File: src/rtl/man_demod.sv
// Manchester line decoder: synchronizes the incoming line, times the gaps
// between edges and recovers one bit per mid-bit transition once locked.
module man_demod #(
  parameter int HALF_BIT = 4,
  parameter int TOL      = 1
) (
  input  logic clk,
  input  logic rst_n,
  input  logic in_enable,
  input  logic in_data,
  output logic out_data,
  output logic out_valid,
  output logic out_error,
  output logic out_locked
);

  localparam int CNT_SAT = 2 * HALF_BIT + TOL + 1;
  localparam int CW      = $clog2(CNT_SAT + 1);

  localparam logic [CW-1:0] C_SAT      = CW'(CNT_SAT);
  localparam logic [CW-1:0] C_ONE      = CW'(1);
  localparam logic [CW-1:0] C_SHORT_LO = CW'(HALF_BIT - TOL);
  localparam logic [CW-1:0] C_SHORT_HI = CW'(HALF_BIT + TOL);
  localparam logic [CW-1:0] C_LONG_LO  = CW'(2 * HALF_BIT - TOL);
  localparam logic [CW-1:0] C_LONG_HI  = CW'(2 * HALF_BIT + TOL);

  typedef enum logic [1:0] {
    S_IDLE   = 2'd0,
    S_HUNT   = 2'd1,
    S_LOCKED = 2'd2
  } state_t;

  state_t        r_state, w_state_nxt;
  logic [CW-1:0] r_cnt, w_cnt_nxt, w_cnt_inc;
  logic          r_armed, w_armed_nxt;
  logic          r_bnd, w_bnd_nxt;
  logic          r_data, w_data_nxt;
  logic          r_valid, w_valid_nxt;
  logic          r_error, w_error_nxt;
  logic          r_sync1, r_sync2, r_sync3;
  logic          w_edge, w_short, w_long, w_sat;
  logic          w_emit, w_fail;

  // Two flops resolve metastability; the third only provides the previous
  // settled level so a transition shows up as a single-cycle edge strobe.
  always_ff @(posedge clk or negedge rst_n) begin
    if (!rst_n) begin
      r_sync1 <= 1'b0;
      r_sync2 <= 1'b0;
      r_sync3 <= 1'b0;
    end else begin
      r_sync1 <= in_data;
      r_sync2 <= r_sync1;
      r_sync3 <= r_sync2;
    end
  end

  assign w_edge    = r_sync2 ^ r_sync3;
  assign w_sat     = (r_cnt == C_SAT);
  assign w_cnt_inc = w_sat ? r_cnt : r_cnt + C_ONE;
  assign w_short   = (r_cnt >= C_SHORT_LO) && (r_cnt <= C_SHORT_HI);
  assign w_long    = (r_cnt >= C_LONG_LO) && (r_cnt <= C_LONG_HI);

  // NOTE: every signal driven here gets a default before any branch, so no
  // path leaves a value unassigned and no latch is inferred.
  always_comb begin
    w_state_nxt = r_state;
    w_cnt_nxt   = w_cnt_inc;
    w_armed_nxt = r_armed;
    w_bnd_nxt   = r_bnd;
    w_data_nxt  = r_data;
    w_valid_nxt = 1'b0;
    w_error_nxt = 1'b0;
    w_emit      = 1'b0;
    w_fail      = 1'b0;

    if (!in_enable) begin
      w_state_nxt = S_IDLE;
      w_cnt_nxt   = '0;
      w_armed_nxt = 1'b0;
      w_bnd_nxt   = 1'b0;
      w_data_nxt  = 1'b0;
    end else begin
      unique case (r_state)
        S_IDLE: begin
          w_state_nxt = S_HUNT;
          w_cnt_nxt   = '0;
          w_armed_nxt = 1'b0;
          w_bnd_nxt   = 1'b0;
        end
        S_HUNT: begin
          w_bnd_nxt = 1'b0;
          if (w_edge) begin
            if (r_armed && w_long) begin
              w_emit = 1'b1;
            end else begin
              w_armed_nxt = 1'b1;
              w_cnt_nxt   = C_ONE;
            end
          end
        end
        S_LOCKED: begin
          // The counter keeps running across a bit-boundary edge so that the
          // next mid-bit edge is always timed against the previous one.
          if (w_edge) begin
            if (w_long) begin
              w_emit = 1'b1;
            end else if (w_short && !r_bnd) begin
              w_bnd_nxt = 1'b1;
            end else begin
              w_fail = 1'b1;
            end
          end else if (w_sat) begin
            w_fail = 1'b1;
          end
        end
        default: begin
          w_state_nxt = S_IDLE;
          w_cnt_nxt   = '0;
        end
      endcase

      if (w_emit) begin
        w_state_nxt = S_LOCKED;
        w_cnt_nxt   = C_ONE;
        w_bnd_nxt   = 1'b0;
        w_armed_nxt = 1'b1;
        w_data_nxt  = r_sync2;
        w_valid_nxt = 1'b1;
      end

      if (w_fail) begin
        w_state_nxt = S_HUNT;
        w_cnt_nxt   = '0;
        w_bnd_nxt   = 1'b0;
        w_armed_nxt = 1'b0;
        w_error_nxt = 1'b1;
      end
    end
  end

  // NOTE: state registers use non-blocking assignments so every flop samples
  // the pre-edge values regardless of evaluation order.
  always_ff @(posedge clk or negedge rst_n) begin
    if (!rst_n) begin
      r_state <= S_IDLE;
      r_cnt   <= '0;
      r_armed <= 1'b0;
      r_bnd   <= 1'b0;
      r_data  <= 1'b0;
      r_valid <= 1'b0;
      r_error <= 1'b0;
    end else begin
      r_state <= w_state_nxt;
      r_cnt   <= w_cnt_nxt;
      r_armed <= w_armed_nxt;
      r_bnd   <= w_bnd_nxt;
      r_data  <= w_data_nxt;
      r_valid <= w_valid_nxt;
      r_error <= w_error_nxt;
    end
  end

  assign out_data   = r_data;
  assign out_valid  = r_valid;
  assign out_error  = r_error;
  assign out_locked = (r_state == S_LOCKED);

endmodule

File: config.mk
export PLATFORM = sky130hd
export DESIGN_NAME = man_demod
export DESIGN_NICKNAME = d
export VERILOG_FILES = /design/src/rtl/man_demod.sv
export SDC_FILE = /design/constraint.sdc
export NUM_CORES = 1
export LEC_CHECK = 0
export BUFFER_PORTS_ARGS = -buffer_cell sky130_fd_sc_hd__buf_4
export CAP_MARGIN = 20
export CELL_PAD_IN_SITES_DETAIL_PLACEMENT = 2
export CELL_PAD_IN_SITES_GLOBAL_PLACEMENT = 2
export CORE_UTILIZATION = 36
export DETAILED_ROUTE_END_ITERATION = 10
export PLACE_DENSITY_LB_ADDON = 0.1
export SLEW_MARGIN = 10
export SYNTH_ARGS = -nofsm -noshare
export SYNTH_HDL_FRONTEND = slang
export SYNTH_SLANG_ARGS = --single-unit
export TNS_END_PERCENT = 5
File: constraint.sdc
create_clock -name clk -period 2.11 [get_ports clk]
set_input_delay 0.422 -clock clk [delete_from_list [all_inputs] [get_ports clk]]
set_output_delay 0.422 -clock clk [all_outputs]
set_load 0.02 [all_outputs]
# ---- After elaboration in Yosys (flattened, before gate mapping)
# Cells that the tools add are included.
dict set report classes {
  n_bitwise 1
  n_eq_ne 12
  reduce_logical 10
  n_addsub 1
  muxes 42
  order_cmp 4
}
# op n
set ops {}
lappend ops {{two-way mux 1 bit} 28}
lappend ops {{two-way mux 4 bit} 6}
lappend ops {{!= test 5 x 2 -> 1 bit, second input constant} 3}
lappend ops {{!= test 5 bit, second input constant} 2}
lappend ops {{one-hot mux 4 bit (2 select lines)} 1}
lappend ops {{two-way mux 2 bit} 3}
lappend ops {{one-hot mux 1 bit (2 select lines)} 3}
lappend ops {{!= test 5 x 1 -> 1 bit, second input constant} 1}
lappend ops {{!= test 5 x 3 -> 1 bit, second input constant} 1}
lappend ops {{adder 4 x 1 -> 4 bit, second input constant} 1}
lappend ops {{equality test 4 bit, second input constant} 1}
lappend ops {{greater-or-equal comparator 4 x 2 -> 1 bit, second input constant} 1}
lappend ops {{greater-or-equal comparator 4 x 3 -> 1 bit, second input constant} 1}
lappend ops {{<= comparator 4 x 3 -> 1 bit, second input constant} 1}
lappend ops {{<= comparator 4 bit, second input constant} 1}
lappend ops {{logical AND 1 bit} 4}
lappend ops {{!= test 4 x 2 -> 1 bit, second input constant} 1}
lappend ops {{one-hot mux 2 bit (2 select lines)} 1}
lappend ops {{AND reduction 4 bit} 1}
lappend ops {{OR reduction 2 bit} 2}
lappend ops {{AND reduction 3 bit} 1}
lappend ops {{equality test 2 x 1 -> 1 bit, second input constant} 1}
lappend ops {{equality test 2 bit, second input constant} 1}
lappend ops {{zero test 2 bit} 1}
lappend ops {{other kinds (3)} 3}
dict set report word_totals {
  word_cells 80
  out_inout_bits 4
  inputBits 4
  ff_bits 14
}

# ---- Depth between registers and ports, before layout
# Gate-level depths: netlist (run 1).
dict set report depth {
  ltp_word 10
  ltp_mapped 8
  mapped_depth_nobuf 7
}

# ---- Worst setup path after synthesis (run 1)
# OpenSTA, ideal clock, no wires.
dict set report synth_path {
  kind {register -> register}
  start {register r_state[0]}
  end {register r_bnd}
  setup_slack_ns 0.311
  n_path_buf 1
  t_arrival_ns 1.722
  period_less_slack_ns 1.799
  required_ns 2.032
  setup_ns 0.078
  stages_incl_launch_ff 9
  cell_sequence {dfrtp_1 -> inv_1 -> ha_1 -> clkbuf_1 -> nor3_1 -> a31oi_1 -> nor2_1 -> or3_1 -> a21oi_1}
}
dict set report synth_via {
  elab_chain_cells 6
}
# element line_no
set synth_lines {}
lappend synth_lines {{from (decl)} 33} ;# state_t r_state, w_state_nxt;
lappend synth_lines {{from (signal assigned)} 154} ;# r_state <= w_state_nxt;
lappend synth_lines {{equality test 2 bit (*)} -}
lappend synth_lines {{net out_locked} 14} ;# output logic out_locked
lappend synth_lines {{branches (longest 5 deep; another with != test 5 x 2 -> 1 bit)} -}
lappend synth_lines {{to (signal assigned)} 157} ;# r_bnd <= w_bnd_nxt;
lappend synth_lines {{to (decl)} 36} ;# logic r_bnd, w_bnd_nxt;
# Mark *: on every way through the listed nets, which the timed path passes. The select of a mux whose other input is x is not followed.
# A chain may end at the register's enable or synchronous reset.

# ---- Worst setup path after layout (run 1)
dict set report layout_path {
  start {register r_cnt[0]}
  end {register r_state[0]}
}
dict set report layout_via {
  elab_chain_cells 10
}
# element line_no
set layout_lines {}
lappend layout_lines {{from (decl)} 34} ;# logic [CW-1:0] r_cnt, w_cnt_nxt, w_cnt_inc;
lappend layout_lines {{from (signal assigned)} 155} ;# r_cnt <= w_cnt_nxt;
lappend layout_lines {{greater-or-equal comparator 4 x 3 -> 1 bit, or another cell as far along} 62} ;# assign w_long = (r_cnt >= C_LONG_LO) && (r_cnt <= C_LONG_HI);
lappend layout_lines {{logical AND 1 bit, on equally long branches} {62, 61}}
lappend layout_lines {{logical AND 1 bit, on equally long branches} {94, 108}}
lappend layout_lines {{two-way mux 1 bit, on equally long branches} {94, 108}}
lappend layout_lines {{two-way mux 1 bit, on equally long branches} {93, 106}}
lappend layout_lines {{one-hot mux 1 bit (2 select lines) / two-way mux 1 bit (equally long branches)} {84, 105}}
lappend layout_lines {{two-way mux 1 bit, on equally long branches} {77, 84}}
lappend layout_lines {{two-way mux 2 bit / two-way mux 1 bit (equally long branches)} {123, 77}}
lappend layout_lines {{two-way mux 2 bit} 132} ;# if (w_fail) begin
lappend layout_lines {{two-way mux 2 bit} 77} ;# if (!in_enable) begin
# Parallel ways exist; a longest one is shown, timed or not. The select of a mux whose other input is x is not followed.

==> run_results.csv, run 1 <==
group,metric,value,unit
route,drtIter0Drc,8,
clocking,clock-root-buffer,"clkbuf_4",
timing,hold_viol_final,0,
yosys,syn_area,915,um2
yosys,synth_area_leaders,"dfrtp_1, ha_1, a21oi_1",
place,place_area,995,um2
timing,finalSetupTns,0,ns
yosys,synth.most_common_cell,"dfrtp_1",
grt,grt-ovfl-total,0,
yosys,synthDistinctLibCells,35,
route,final_antenna_net_count,0,
clocking,cts_buffer_depth,2,
hold_path,min_path_cells,1,
final_layout,area_delta_synth_final,13.8,%
clocking,cts_setup_buffers,0,
setup_path,required,2.28,ns
yosys,synth_top_area_share,0.383,
clocking,cts.repair.resized,0,
route,firstDrtPassIters,4,
grt,grt_pass1_wl,3970,um
setup_path,r2r_cells,7,
clocking,clk_pin_slew,0.09,ns
yosys,ys_ff_latch,14,
place,port_buffers,7,
final_layout,drive_gt1_frac,0.178,
floorplanning,die_h,52.4,um
route,viasPerCell,5.71,
yosys,ys_warn_count,0,
setup_path,cp-end-kind,"flip-flop",
yosys,ys.flop_type,"dfrtp_1",
setup_path,worstSetupStartpointType,"flip-flop",
floorplanning,io_pins,8,
setup_path,path_max_fanout,7,
status,status,"finished clean",
yosys,synth-edff-count,0,
timing,fin_crit_sh,0.938,
clocking,htreeDepth,1,
timing,setup_violations,0,
clocking,numCtsBuffers,3,
timing,drv_slew,0,
timing,period_needed,1.98,ns
setup_path,critical_path_class,"reg -> reg",
final_layout,final_nets,120,
final_layout,post-route-cell-area,1040,um2
yosys,syn-mean-instance-area,9.53,um2
final_layout,fin_util,0.453,
route,vias,771,
power,ir_worst_vdd,0.490,mV
final_layout,fill_cells,252,
setup_path,rrSetupSlack,0.13,ns
yosys,syn_nets,108,
timing,maxSlewHeadroom,0.708,
yosys,yosysTopAreaCell,"dfrtp_1",
place,dp_hpwl,1770,um
floorplanning,num_rows,17,
route,drt_wl_total,2250,um
flow_run,maxCapViolations,0,
power,p_per_area,559,nW/um2
hold_path,min_path_type,"in -> reg",
place,gp_congestion,0.751,
timing,worstMarginPinSlew,0.437,ns
clocking,cts_tree,"done",
floorplanning,die_x,52.4,um
yosys,yosys-top-cells-count,"dfrtp_1, inv_1, nand2_1",
setup_path,cp.arrival,2.15,ns
route,drt-wirelength-per-cell,16.6,um
grt,grt_pass1_vias,845,
grt,grt_usage,0.203,
power,power_leakage,0.453,nW
clocking,clk-insertion-delay-late,0.28,ns
yosys,syn_inst,96,
timing,rsz0062_at_grt,"no",
route,drc_errors,0,
grt,grt_max_degree,15,
timing,clock_skew,0.00287,ns
timing,max_freq,0.505,GHz
yosys,postSynth.asyncResetShare,1.00,
floorplanning,start_util,0.398,
clocking,clock-sinks,14,
clocking,holdBufCountCts,1,
floorplanning,die_area,2750,um2
yosys,yosysSeqAreaShare,0.383,
final_layout,diodes,0,
grt,antenna_found_initial,0,
power,power,0.582,mW
floorplanning,design.core.area,2300,um2
worst paths after layout:
path,startpoint,end
min reg2reg,r_sync1$_DFF_PN0_,r_sync2$_DFF_PN0_
min,in_data,r_sync1$_DFF_PN0_
max,r_cnt[0]$_DFF_PN0_,r_state[0]$_DFFE_PN0P_
max reg2reg,r_cnt[0]$_DFF_PN0_,r_state[0]$_DFFE_PN0P_
max in group asynchronous,rst_n,r_cnt[2]$_DFF_PN0_
min in group asynchronous,rst_n,r_bnd$_DFFE_PN0P_
final cells by class:
cell class | instances | area, um2 | area share
Tap cell | 28 | 35.0 | 0.0337
Multi-Input combinational cell | 71 | 515 | 0.495
Clock buffer | 4 | 36.3 | 0.0349
Timing Repair Buffer | 9 | 70.1 | 0.0673
Inverter | 9 | 33.8 | 0.0325
Sequential cell | 14 | 350 | 0.337
registers in the layout, indices dropped and copies added (netlist names):
register / flops
r_sync2: 1
r_cnt: 4
r_armed: 1
r_bnd: 1
r_sync3: 1
out_valid: 1
out_error: 1
r_sync1: 1
out_data: 1
r_state: 2
layer usage:
layer	wire [um]	GRT usage	vias to the layer above
met4	31	0.0702	0
met2	1060	0.325	15
met1	1090	0.273	382
li1	-	-	370
met5	0	0	-
met3	72	0.0348	4
per-stage QoR:
step	setup slack, ns	cells	hold WS (ns)
global route	0.0179	135	0.222
finish	0.130	135	0.246
floorplan	0.311	96	0.126
global placement	0.170	130	0.286
detailed placement	0.133	130	0.287
CTS	0.112	135	0.240
critical path, stage by stage (launching register included):
cell and delay [ns]:
dfrtp_1 0.45, inv_1 0.10, ha_1 0.19, o21ai_2 0.07, o21ai_2 0.28, o2111ai_1 0.29, and3_1 0.26, o31a_1 0.23
layout by cell type, fill, tap and decap left out:
master,netlist,layout
nand3_2,1,1
inv_1,9,9
o21ai_2,2,2
o2111ai_1,3,3
nand4_1,1,1
nor2_1,4,4
o211ai_1,1,1
a221oi_1,1,1
dfrtp_1,14,14
a211oi_1,1,1
buf_4,0,8
a21oi_1,8,8
nand2_1,9,9
o21a_1,2,2
a41oi_1,1,1
o31ai_2,1,1
xor2_2,1,1
clkbuf_8,0,1
o21ai_0,2,2
a21boi_0,1,1
nand3_1,3,3
xnor2_1,3,3
nand2b_1,1,1
nand3b_1,2,2
a31oi_1,2,2
clkbuf_4,0,3
o31a_1,1,1
o2111a_1,1,1
ha_1,8,8
xor2_1,1,1
and3_1,1,1
a31oi_2,1,1
a211o_1,1,1
or3_1,1,1
nor3_2,1,1
nor3_1,5,5
dlygate4sd3_1,0,1
power by group:
part           leakage, nW  internal (mW)  switching (mW)
Sequential           0.187          0.277          0.0131
Combinational        0.245         0.0362          0.0590
Clock               0.0210          0.105          0.0914
Total                0.453          0.418           0.163
kinds of logic after synthesis:
kind of cell    count (synthesis)  synth area share
compound gates                 29             0.235
simple gates                   29             0.163
flops                          14             0.383
buf+inv                        11            0.0533
fa+ha+maj                       8             0.109
xor+xnor                        5            0.0561
No activity file was read; power rests on OpenSTA's default activity.
==> run 2, diff against run 1 <==
Settings changed: GPL_TIMING_DRIVEN set to 0.
==> run 2 against run 1 <==
  * Combinational power about the same
  * Via count rose by 1.7%
  * Wire length is 6.6% higher
  * Sequential share of layout area fell by 0.75 points
  * Critical endpoint unchanged
==> run_results.csv, run 2 (same netlist as run 1, synthesis figures left out) <==
group,metric,value,unit
hold_path,hp-start,"in_data",
timing,fin_crit_sh,0.925,
timing,period_needed,1.95,ns
route,drc_errors,0,
power,p_per_area,547,nW/um2
floorplanning,die_area,2750,um2
power,power_leakage,0.460,nW
grt,antenna_found_initial,0,
place,port_buffers,7,
timing,maxSlewHeadroom,0.618,
floorplanning,die_x,52.4,um
final_layout,largest_reg_flops,4,
final_layout,seqCellArea,350,um2
setup_path,path_max_fanout,7,
grt,grt_pass1_vias,851,
route,drtIter0Drc,16,
route,firstDrtPassIters,4,
clocking,numCtsBuffers,3,
final_layout,drive_gt1_frac,0.194,
clocking,cts_buffer_depth,2,
timing,finalSetupTns,0,ns
route,drt-wirelength-per-cell,17.6,um
final_layout,diodes,0,
clocking,clk_pin_slew,0.10,ns
floorplanning,design.core.area,2300,um2
status,status,"finished clean",
floorplanning,io_pins,8,
timing,drv_slew,0,
setup_path,rrSetupSlack,0.16,ns
final_layout,fill_cells,256,
flow_run,maxCapViolations,0,
floorplanning,num_rows,17,
route,vias,784,
setup_path,worstReg2RegStart,"r_cnt[0]$_DFF_PN0_",
final_layout,multi_input_area,531,um2
hold_path,min_path_type,"in -> reg",
place,placedCellCount,131,
timing,worstMarginPinSlew,0.569,ns
final_layout,top_regs,"r_cnt x4, r_state x2",
final_layout,final_cell_mix,"dfrtp_1, inv_1, nand2_1",
grt,grt-ovfl-total,0,
clocking,clock-sinks,14,
grt,grt_max_degree,15,
place,dp_hpwl,1820,um
timing,clock_skew,0.0165,ns
setup_path,required,2.29,ns
floorplanning,start_util,0.398,
place,place_area,1000,um2
setup_path,cp-end-kind,"flip-flop",
timing,rsz0062_at_grt,"no",
final_layout,final_nets,121,
setup_path,worstSetupStartpointType,"flip-flop",
clocking,cts_tree,"done",
clocking,cts_setup_buffers,0,
route,drt_wl_total,2400,um
setup_path,startpoint,"r_cnt[0]$_DFF_PN0_",
place,gp_congestion,0.834,
final_layout,area_delta_synth_final,16.4,%
grt,grt_pass1_wl,4050,um
setup_path,critical_path_class,"reg -> reg",
grt,grt_usage,0.211,
route,viasPerCell,5.76,
timing,hold_viol_final,0,
clocking,htreeDepth,1,
clocking,clk-insertion-delay-late,0.29,ns
final_layout,largest-register,"r_cnt",
timing,setup_violations,0,
clocking,clock-root-buffer,"clkbuf_4",
floorplanning,die_h,52.4,um
route,final_antenna_net_count,0,
final_layout,post-route-cell-area,1060,um2
final_layout,layout.cells.non_filler,136,
timing,max_freq,0.513,GHz
final_layout,layout_commonest_cell,"dfrtp_1",
power,ir_worst_vdd,0.379,mV
setup_path,cp.arrival,2.14,ns
==> run 2: what timing repair did <==
action,CTS,global route
endpoints found under the hold margin,14,0
setup endpoints to repair,0,5
hold buffers,1,0
gates resized for setup,0,4
==> run 2: report_power, final <==
part	total, mW	internal, mW	switching (mW)
sequential	0.291	0.277	0.0137
clock	0.197	0.105	0.0916
combinational	0.0954	0.0340	0.0614
==> run 2: path summary, 6_finish.rpt <==
kind	cells past startpoint	to
worst min-delay path	1	r_sync1$_DFF_PN0_
worst max register to register	7	r_state[0]$_DFFE_PN0P_
worst min register to register	0	r_sync2$_DFF_PN0_
min in group asynchronous	2	r_bnd$_DFFE_PN0P_
worst max-delay path	7	r_state[0]$_DFFE_PN0P_
max in group asynchronous	2	r_cnt[3]$_DFF_PN0_
==> run 2: through the flow <==
step | hold slack (ns) | util | worst slack (ns) | total power, mW
5_1_grt | 0.233 | 0.464 | 0.0606 | 0.614
2_1_floorplan | 0.126 | - | 0.311 | 0.353
3_5_place_dp | 0.287 | 0.436 | 0.0899 | 0.387
6_report | 0.248 | 0.464 | 0.159 | 0.583
4_1_cts | 0.237 | 0.456 | 0.0824 | 0.591
3_3_place_gp | 0.285 | 0.436 | 0.155 | 0.383
==> run 2: layout make-up <==
type | instances | area share
Tap cell | 28 | 0.0329
Clock buffer | 4 | 0.0341
Timing Repair Buffer | 8 | 0.0588
Inverter | 9 | 0.0317
Multi-Input combinational cell | 71 | 0.498
Buffer | 2 | 0.0153
Sequential cell | 14 | 0.329
==> run 2: critical path: stages (launching register included) <==
cell and delay [ns]:
dfrtp_1 0.45, inv_1 0.11, ha_1 0.19, o21ai_2 0.08, o21ai_2 0.31, o2111ai_2 0.24, and3_1 0.25, o31a_1 0.24
==> run 2: metal layers <==
| metal | global-route usage | part of all wire | vias up |
|---|---|---|---|
| met5 | 0 | 0 | - |
| met4 | 0.0439 | 0.0083 | 0 |
| met3 | 0.0522 | 0.028 | 4 |
| met2 | 0.361 | 0.49 | 10 |
| met1 | 0.265 | 0.47 | 399 |
| li1 | - | - | 371 |
==> run 3, diff against run 2 <==
Settings changed: ABC_AREA set to 1, ABC_CLOCK_PERIOD_IN_PS set to 2110, CORE_UTILIZATION 36 to 33, CTS_CLUSTER_DIAMETER set to 30.
==> run 3 against run 2 <==
  * Clock skew fell by 0.0043 ns
  * Register-to-register slack improved by 0.099 ns
  * Core utilization fell by 5.9 points
  * Sequential power barely moved
  * Setup slack improved by 0.099 ns
  * Power rose by 0.19%
  * Clock-buffer cell count did not move
  * Hold slack got worse by 0.011 ns
  * Sequential share of layout area rose by 2.1 points
  * Final area fell by 6.0%
  * Flip-flop and latch count did not move
  * Global-route usage fell by 1.4 points
  * Critical path type unchanged
==> run_results.csv, run 3 <==
group,metric,value,unit
status,status,"finished clean",
floorplanning,start_util,0.349,
timing,fin_ws,0.259,ns
final_layout,top_regs,"r_cnt x4, r_state x2",
timing,rsz0062_at_grt,"no",
timing,worstMarginPinSlew,0.328,ns
route,viasPerCell,4.84,
route,wl_met2,1140,um
clocking,clk-insertion-delay-late,0.29,ns
power,intPower,0.417,mW
route,drt_wl_total,2250,um
clocking,clock-root-buffer,"clkbuf_4",
power,ir_worst_vdd,0.367,mV
timing,clock_skew,0.0122,ns
timing,setup_violations,0,
floorplanning,die_area,2830,um2
yosys,yosysSeqAreaShare,0.405,
yosys,syn_nets,122,
route,wl_met1,1010,um
final_layout,final_cell_mix,"nand2_1, inv_1, nor2_1",
place,dp_hpwl,1750,um
clocking,htreeDepth,1,
final_layout,drive_gt1_frac,0.164,
timing,maxSlewHeadroom,0.780,
route,vias,736,
hold_path,min_path_type,"in -> reg",
yosys,synth_area_leaders,"dfrtp_1, nand2_1, ha_1",
timing,hold_viol_final,0,
timing,fin_crit_sh,0.877,
setup_path,cp-end-kind,"flip-flop",
grt,grt_pass1_wl,3800,um
setup_path,cp.arrival,2.05,ns
clocking,cts_buffer_depth,2,
timing,drv_slew,0,
floorplanning,die_x,53.2,um
setup_path,critical_path_class,"reg -> reg",
route,firstDrtPassIters,3,
setup_path,cpMaxStageDelayCell,"dfrtp_1",
route,final_antenna_net_count,0,
yosys,syn-mean-instance-area,7.86,um2
final_layout,final_nets,135,
route,drtIter0Drc,4,
grt,grt_max_degree,15,
setup_path,path_max_fanout,9,
clocking,cts.repair.resized,0,
yosys,synth-edff-count,0,
clocking,clock-sinks,14,
yosys,ys.flop_type,"dfrtp_1",
place,gp_congestion,0.792,
clocking,holdBufCountCts,1,
yosys,syn_area,865,um2
final_layout,layout_commonest_cell,"nand2_1",
grt,antenna_found_initial,0,
clocking,cts_setup_buffers,0,
timing,finalSetupTns,0,ns
setup_path,worstSetupStartpointType,"flip-flop",
route,drc_errors,0,
route,drt-wirelength-per-cell,14.8,um
floorplanning,design.core.area,2480,um2
grt,grt_pass1_vias,786,
yosys,synthDistinctLibCells,22,
floorplanning,num_rows,18,
place,pre_cts_slack,0.238,ns
final_layout,diodes,0,
final_layout,largest_reg_flops,4,
flow_run,maxCapViolations,0,
setup_path,crit_chain,"inv_1 > ha_1 > nor2_1 > nand2_1 > nand2_1 > nand2_1 > nand2_2 > nand2_4 > nand2_1 > nand2_1 > nand2_1 > nand2_1 > nand2_1 > nand2_1",
grt,grt-ovfl-total,0,
yosys,synth_top_area_share,0.405,
route,dr_wl_met3,63,um
power,power_leakage,0.507,nW
final_layout,area_delta_synth_final,15.8,%
power,p_clk_frac,0.348,
floorplanning,io_pins,8,
setup_path,critical-path-max-stage-delay,0.42,ns
yosys,postSynth.asyncResetShare,1.00,
timing,period_needed,1.85,ns
timing,max_freq,0.540,GHz
setup_path,required,2.31,ns
route,highest_layer,"met4",
clocking,cts_tree,"done",
floorplanning,die_h,53.2,um
yosys,synth.most_common_cell,"nand2_1",
power,p_per_area,583,nW/um2
yosys,yosys-top-cells-count,"nand2_1, inv_1, nor2_1",
yosys,ys_ff_latch,14,
yosys,ys_warn_count,0,
clocking,numCtsBuffers,3,
final_layout,largest-register,"r_cnt",
setup_path,crit_top_cell,"nand2_1",
place,port_buffers,7,
power,power_frac_comb,0.160,
power,power_switching,0.167,mW
power,switching_share,0.287,
yosys,syn_inst,110,
yosys,yosysTopAreaCell,"dfrtp_1",
power,seq_power_share,0.493,
grt,grt_usage,0.197,
clocking,clk_pin_slew,0.10,ns
[run 3: power by group through the flow]
stage	sequential, mW	clock [mW]	combinational (mW)
after detailed placement	0.293	0	0.0918
after floorplan	0.290	0	0.0607
final	0.288	0.203	0.0932
after CTS	0.288	0.209	0.0963
after global placement	0.292	0	0.0882
after global routing	0.290	0.225	0.108
[run 3: kinds of logic after synthesis]
group                      synth area share
AOI/OAI and AO/OA                    0.0724
xor gates and xnor gates             0.0391
adders and majority gates             0.116
buffers and inverters                0.0695
DFF                                   0.405
and+or+nand+nor                       0.298
[run 3: worst paths after layout]
| path | startpoint | endpoint | slack (ns) | cells after the start |
|---|---|---|---|---|
| hold / removal | in_data | r_sync1$_DFF_PN0_ | 0.24 | 1 |
| setup reg to reg | r_cnt[0]$_DFF_PN0_ | r_armed$_DFFE_PN0P_ | 0.26 | 14 |
| min in group asynchronous | rst_n | r_bnd$_DFFE_PN0P_ | 0.50 | 2 |
| setup / recovery | r_cnt[0]$_DFF_PN0_ | r_armed$_DFFE_PN0P_ | 0.26 | 14 |
| hold reg to reg | r_sync1$_DFF_PN0_ | r_sync2$_DFF_PN0_ | 0.37 | 0 |
| max in group asynchronous | rst_n | r_cnt[3]$_DFF_PN0_ | 1.42 | 2 |
[run 3: per-layer routing]
metal,vias to the layer above,global-route usage
met1,354,0.228
met2,11,0.352
li1,367,-
met5,-,0
met4,0,0.0789
met3,4,0.0345
[run 3: critical path: cells and delay by family (launching register included)]
kind          cells  cell delay [ns]
simple gates     12             1.03
flops             1             0.42
fa+ha+maj         1             0.20
buf+inv           1             0.10
[run 3: cell type report]
| cell class | instances | area, um2 |
|---|---|---|
| inverters | 16 | 60.1 |
| multi-input cells | 80 | 454 |
| fillers | 305 | 1480 |
| repair buffers | 8 | 62.6 |
| well taps | 30 | 37.5 |
| clock buffers | 4 | 36.3 |
| flip-flops and latches | 14 | 350 |
[run 3: through the flow]
stage               instance area, um2   util  power, mW  hold slack, ns  std cells
floorplan                          865      -      0.351           0.126        110
detailed placement                 955  0.385      0.384           0.289        147
global placement                   955  0.385      0.380           0.287        147
finish                            1000  0.404      0.584           0.237        152
CTS                               1000  0.404      0.593           0.229        152
global route                      1000  0.404      0.622           0.220        152
